File: src/rtl/multiplier_pkg.sv
// Shared definitions for the multiplier / modular-reduction datapath.
// The divider pieces reuse BLOCK_LENGTH so that widths stay consistent
// with the multiplier that feeds it.
package multiplier_pkg;

    // Width of one operand block; products are 2*BLOCK_LENGTH bits.
    localparam int BLOCK_LENGTH = 16;

    // Divider control states.
    typedef enum logic [1:0] {
        DIV_IDLE,
        DIV_CALC,
        DIV_DONE
    } div_state_e;

    // One quotient bit is resolved per iteration, so a full divide takes
    // one iteration per dividend bit.
    localparam int DIV_ITERATIONS = 2 * BLOCK_LENGTH;
    localparam int DIV_CNT_WIDTH  = $clog2(DIV_ITERATIONS);

endpackage

File: src/rtl/divider_step.sv
// One radix-2 restoring division step: shift the next dividend bit into
// the partial remainder, trial-subtract the divisor, and keep the
// difference only if it did not go negative.
module divider_step
    import multiplier_pkg::*;
(
    input  logic [BLOCK_LENGTH:0]   part_rem,
    input  logic                    dividend_bit,
    input  logic [BLOCK_LENGTH-1:0] divisor,
    output logic [BLOCK_LENGTH:0]   next_rem,
    output logic                    quotient_bit
);

    logic [BLOCK_LENGTH+1:0] shifted;
    logic [BLOCK_LENGTH:0]   trial;

    // Compare on the full shifted value so no carry is lost; the
    // difference itself only needs BLOCK_LENGTH+1 bits because it is kept
    // only when it is smaller than the shifted value and non-negative.
    always_comb begin
        shifted      = {part_rem, dividend_bit};
        quotient_bit = (shifted >= {2'b00, divisor});
        trial        = shifted[BLOCK_LENGTH:0] - {1'b0, divisor};
        next_rem     = quotient_bit ? trial : shifted[BLOCK_LENGTH:0];
    end

endmodule

File: src/rtl/divider_32x16.sv
// Sequential radix-2 restoring divider: 2*BLOCK_LENGTH-bit dividend by
// BLOCK_LENGTH-bit divisor, one quotient bit per clock, valid/ready on
// both sides. A zero divisor finishes immediately with an all-ones
// quotient and the low dividend bits as remainder.
// Optional macro DIVIDER_FAST_PATH_EN: when defined, a dividend smaller
// than the divisor skips the iterations and finishes in one cycle.
module divider_32x16
    import multiplier_pkg::*;
(
    input  logic                      clk_i,
    input  logic                      rst_i,
    input  logic                      in_valid_i,
    output logic                      in_ready_o,
    input  logic [2*BLOCK_LENGTH-1:0] dividend_i,
    input  logic [BLOCK_LENGTH-1:0]   divisor_i,
    output logic                      out_valid_o,
    input  logic                      out_ready_i,
    output logic [2*BLOCK_LENGTH-1:0] quotient_o,
    output logic [BLOCK_LENGTH-1:0]   remainder_o,
    output logic                      div_by_zero_o
);

    localparam int DW = 2 * BLOCK_LENGTH;
    localparam logic [DIV_CNT_WIDTH-1:0] LAST_COUNT = DIV_CNT_WIDTH'(DIV_ITERATIONS - 1);

    div_state_e               state;
    logic [DIV_CNT_WIDTH-1:0] count;
    logic [BLOCK_LENGTH:0]    part_rem;
    // Dividend bits leave from the top while quotient bits enter at the
    // bottom, so after the last iteration this register holds the quotient.
    logic [DW-1:0]            dvd_q;
    logic [BLOCK_LENGTH-1:0]  divisor_q;

    logic [BLOCK_LENGTH:0]    step_rem;
    logic                     step_bit;
    logic                     accept;

    assign accept = in_valid_i && in_ready_o;

    divider_step u_step (
        .part_rem     (part_rem),
        .dividend_bit (dvd_q[DW-1]),
        .divisor      (divisor_q),
        .next_rem     (step_rem),
        .quotient_bit (step_bit)
    );

    // Control FSM with registered handshake and result outputs.
    always_ff @(posedge clk_i or posedge rst_i) begin
        if (rst_i) begin
            state         <= DIV_IDLE;
            in_ready_o    <= 1'b1;
            out_valid_o   <= 1'b0;
            quotient_o    <= '0;
            remainder_o   <= '0;
            div_by_zero_o <= 1'b0;
            count         <= '0;
            part_rem      <= '0;
            dvd_q         <= '0;
            divisor_q     <= '0;
        end else begin
            case (state)
                DIV_IDLE: begin
                    if (accept) begin
                        in_ready_o <= 1'b0;
                        divisor_q  <= divisor_i;
                        dvd_q      <= dividend_i;
                        part_rem   <= '0;
                        count      <= LAST_COUNT;
                        if (divisor_i == '0) begin
                            state         <= DIV_DONE;
                            out_valid_o   <= 1'b1;
                            quotient_o    <= '1;
                            remainder_o   <= dividend_i[BLOCK_LENGTH-1:0];
                            div_by_zero_o <= 1'b1;
                        end
`ifdef DIVIDER_FAST_PATH_EN
                        else if (dividend_i < {{BLOCK_LENGTH{1'b0}}, divisor_i}) begin
                            state       <= DIV_DONE;
                            out_valid_o <= 1'b1;
                            quotient_o  <= '0;
                            remainder_o <= dividend_i[BLOCK_LENGTH-1:0];
                        end
`endif
                        else begin
                            state <= DIV_CALC;
                        end
                    end
                end

                DIV_CALC: begin
                    part_rem <= step_rem;
                    dvd_q    <= {dvd_q[DW-2:0], step_bit};
                    if (count == '0) begin
                        state       <= DIV_DONE;
                        out_valid_o <= 1'b1;
                        quotient_o  <= {dvd_q[DW-2:0], step_bit};
                        remainder_o <= step_rem[BLOCK_LENGTH-1:0];
                    end else begin
                        count <= count - 1'b1;
                    end
                end

                DIV_DONE: begin
                    if (out_ready_i) begin
                        state         <= DIV_IDLE;
                        out_valid_o   <= 1'b0;
                        in_ready_o    <= 1'b1;
                        div_by_zero_o <= 1'b0;
                    end
                end

                default: begin
                    state       <= DIV_IDLE;
                    in_ready_o  <= 1'b1;
                    out_valid_o <= 1'b0;
                end
            endcase
        end
    end

endmodule

File: config.mk
export PLATFORM = sky130hd
export DESIGN_NAME = divider_32x16
export DESIGN_NICKNAME = d
export VERILOG_FILES = /design/src/rtl/multiplier_pkg.sv /design/src/rtl/divider_step.sv /design/src/rtl/divider_32x16.sv
export SDC_FILE = /design/constraint.sdc
export NUM_CORES = 1
export LEC_CHECK = 0
export ABC_AREA = 1
export ABC_CLOCK_PERIOD_IN_PS = 4000
export CAP_MARGIN = 20
export CORE_ASPECT_RATIO = 1.5
export CORE_MARGIN = 10
export CORE_UTILIZATION = 35
export CTS_BUF_LIST = sky130_fd_sc_hd__clkbuf_16
export DETAILED_ROUTE_END_ITERATION = 7
export GPL_TIMING_DRIVEN = 0
export PLACE_DENSITY = 0.61
export SLEW_MARGIN = 20
export SYNTH_ARGS = -nofsm -noshare
export SYNTH_HDL_FRONTEND = slang
export SYNTH_SLANG_ARGS = --single-unit
File: constraint.sdc
create_clock -name clk_i -period 4 [get_ports clk_i]
set_clock_uncertainty 0.2 [all_clocks]
set_input_delay 0.8 -clock clk_i [delete_from_list [all_inputs] [get_ports clk_i]]
set_output_delay 0.8 -clock clk_i [all_outputs]
set_load 0.1 [all_outputs]
==> qor.csv <==
metric,value,unit
first-pass GRT wire length,32610,um
Bufs and invs on worst path,1,
Fillers,1829,
register area share after synthesis,0.4661,
CTS max path bufs,2,
n_diodes,0,
Synth Cell Area,6606,um2
largest net degree at the start of global routing,31,
min Tclk post-route,3.084,ns
grt ovf,0,
Ys Warns,0,
post-synth top area share,0.4621,
CTS Buf Count,17,
DR vias,5947,
"slowest stage delay, CP",1.13,ns
syn avg cell area,8.047,um2
vias in the first global route,6140,
"Reg clk slew, reported paths",0.07,ns
Synth Flop Type,dfrtp_1,
Post-CTS Resized,0,
htree depth,4,
CTS tree,yes,
async set-or-reset flop fraction in the synthesized netlist,1.000,
hold_buf cts,0,
CP endpoint kind,output pin,
Synth cell types,39,
Final GP Congestion,0.8597,
core area,18550,um2
max_slew headroom,0.3309,
Syn-to-layout area delta,30.61,%
Initial Util,0.3562,
Syn Nets,892,
"Period Utilization, post-route",0.7710,
Routed Antenna Nets,0,
Synth area leaders,"dfrtp_1, nand2_1, inv_1, o21ai_0, nand3_1",
"delay-heaviest family, CP",buffers and inverters,
crit path max fanout,3,
Max Cap Viol,0,
CP arrival,2.08,ns
Final setup viols,0,
post-synthesis instance total,821,
final slew viol count,0,
Setup CP Type,reg2out,
RSZ-0062 raised after global routing,no,
critical-path cell list,clkdlybuf4s50_1,
register bit total from synthesis,123,
pwr/cell area,941.9,nW/um2
Clock Root Buffer,clkbuf_16,
setup TNS,0,ns
worst hold path type,reg2reg,
layout cells sized above 1,0.09906,
final hold violations,0,
die width,132.2,um
Fin Hold WS,0.2855,ns
Final Net Count,1017,
drt initial violations,310,
post-CTS setup buffers,0,
slowest CP cell,clkdlybuf4s50_1,
worst vdd ir,0.3405,mV
IO Port Bufs,102,
DR pass1 iterations,5,
std cell rows,61,
# IOs,103,
initial antenna violation count,0,
DRC Markers,0,
Leak Pwr,3.992,nW
Finished Core Util,0.4652,
Vias/cell,4.911,
drt total wl,20220,um
worst endpoint required time,3.00,ns
post-synth top area cell,dfrtp_1,
Die Area,24880,um2
HPWL after DPL,16020,um
Peak Freq,324.3,MHz
Worst Max-Slew Pin Slew,1.000,ns
WL per Instance,16.70,um
Die H,188.3,um
Startpoint Class,register,
insertion delay to the later sink of the worst-skew pair,0.42,ns
"EDFF count, synth",0,
Total GRT Usage,0.1629,
clock sinks,123,
status,"finished, final reports clean",
==> cells in the mapped netlist, types with 2 or more instances <==
master and count:
o21ai_2 2, buf_1 3, nand2_1 162, clkbuf_1 14, nand4_1 24, a22oi_1 14, buf_2 9, inv_1 111
nand2_4 2, inv_2 5, ha_1 18, xor2_1 7, a21oi_1 45, buf_4 4, dfrtp_1 122, nand3_2 6
o21ai_0 70, nand3_1 64, a31oi_1 32, or2_2 11, buf_6 9, and2_1 3, nor2_2 3, nor2_1 60
nor3_1 2, or2_1 6
==> worst register-to-register path, stage by stage, from the launching register on <==
cell     delay, ns
dfrtp_1       0.42
ha_1          0.38
a21oi_1       0.31
a21oi_1       0.16
nor2_4        0.26
buf_2         0.29
nand4_1       0.15
nand3_1       0.15
nand2_1       0.06
inv_1         0.05
==> registers in the layout, summed over array words and instances, names as in the netlist <==
| signal | cells |
|---|---|
| div_by_zero_o | 1 |
| count | 5 |
| in_ready_o | 1 |
| part_rem | 17 |
| dvd_q | 32 |
| remainder_o | 16 |
| divisor_q | 16 |
| state | 2 |
| quotient_o | 32 |
| out_valid_o | 1 |
==> cell usage in the layout, fill, tap and decap left out, types with 3 or more instances in the layout <==
master / synthesis / final
a21oi_1: 45 / 45
a22oi_1: 14 / 14
a31oi_1: 32 / 32
and2_1: 3 / 3
buf_1: 3 / 3
buf_12: 0 / 4
buf_2: 9 / 9
buf_4: 4 / 4
buf_6: 9 / 9
clkbuf_1: 14 / 14
clkbuf_16: 0 / 17
clkdlybuf4s50_1: 0 / 102
clkinv_4: 0 / 3
dfrtp_1: 122 / 122
ha_1: 18 / 18
inv_1: 111 / 110
inv_2: 5 / 5
inv_6: 1 / 6
inv_8: 0 / 3
nand2_1: 162 / 162
nand3_1: 64 / 64
nand3_2: 6 / 6
nand4_1: 24 / 24
nor2_1: 60 / 60
nor2_2: 3 / 3
o21ai_0: 70 / 70
or2_1: 6 / 6
or2_2: 11 / 11
xor2_1: 7 / 7
==> final timing paths <==
check | start | endpoint | slack (ns) | cells after the start
max | in_ready_o$_DFFE_PP1P_ | in_ready_o | 0.92 | 1
min | divisor_q[0]$_DFFE_PP0P_ | divisor_q[0]$_DFFE_PP0P_ | 0.29 | 2
max reg2reg | part_rem[12]$_DFFE_PP0P_ | remainder_o[11]$_DFFE_PP0P_ | 1.53 | 9
min reg2reg | divisor_q[0]$_DFFE_PP0P_ | divisor_q[0]$_DFFE_PP0P_ | 0.29 | 2
max in group asynchronous | rst_i | remainder_o[2]$_DFFE_PP0P_ | 2.11 | 5
min in group asynchronous | rst_i | quotient_o[17]$_DFFE_PP0P_ | 0.54 | 2
==> cell type report <==
cell class              instances  area, um2  area share
inverters                     117      447.9     0.05191
clock buffers                  17      425.4     0.04930
well taps                     252      315.3     0.03654
flip-flops and latches        123       3079      0.3569
repair buffers                106       1101      0.1276
plain buffers                  40      255.2     0.02958
clock inverters                15      176.4     0.02045
multi-input cells             541       2828      0.3277
==> cell families (layout without fill, tap and decap cells) <==
kind of cell | Yosys count | in the layout | synth area share
simple gates | 348 | 348 | 0.2411
compound gates | 167 | 167 | 0.1405
buf+inv | 157 | 295 | 0.1059
flops | 123 | 123 | 0.4661
fa+ha+maj | 19 | 19 | 0.03712
xor+xnor | 7 | 7 | 0.009280
==> routing by layer <==
metal | vias to the layer above | wire [um] | global-route usage | share of wire
met2 | 129 | 11060 | 0.3099 | 0.55
met5 | - | 0 | 0 | 0
met4 | 0 | 595 | 0.06834 | 0.029
met1 | 2836 | 7825 | 0.1687 | 0.39
li1 | 2951 | - | - | -
met3 | 31 | 739 | 0.03248 | 0.037
==> power by group <==
part / total, mW / switching, mW / internal (mW)
logic: 4.50 / 3.21 / 1.29
registers: 2.03 / 0.277 / 1.75
clock network: 1.60 / 0.656 / 0.942
==> per-stage QoR <==
stage / cell area, um2 / setup slack [ns] / power [mW] / cells
detailed placement: 8026 / 0.7813 / 6.558 / 1179
global placement: 7946 / 0.1872 / 6.508 / 1175
global route: 8628 / 0.8700 / 8.686 / 1211
finish: 8628 / 0.9160 / 8.127 / 1211
CTS: 8628 / 0.8958 / 8.176 / 1211
floorplan: 6610 / 1.490 / 5.417 / 821
No activity file was read; power rests on OpenSTA's default activity.
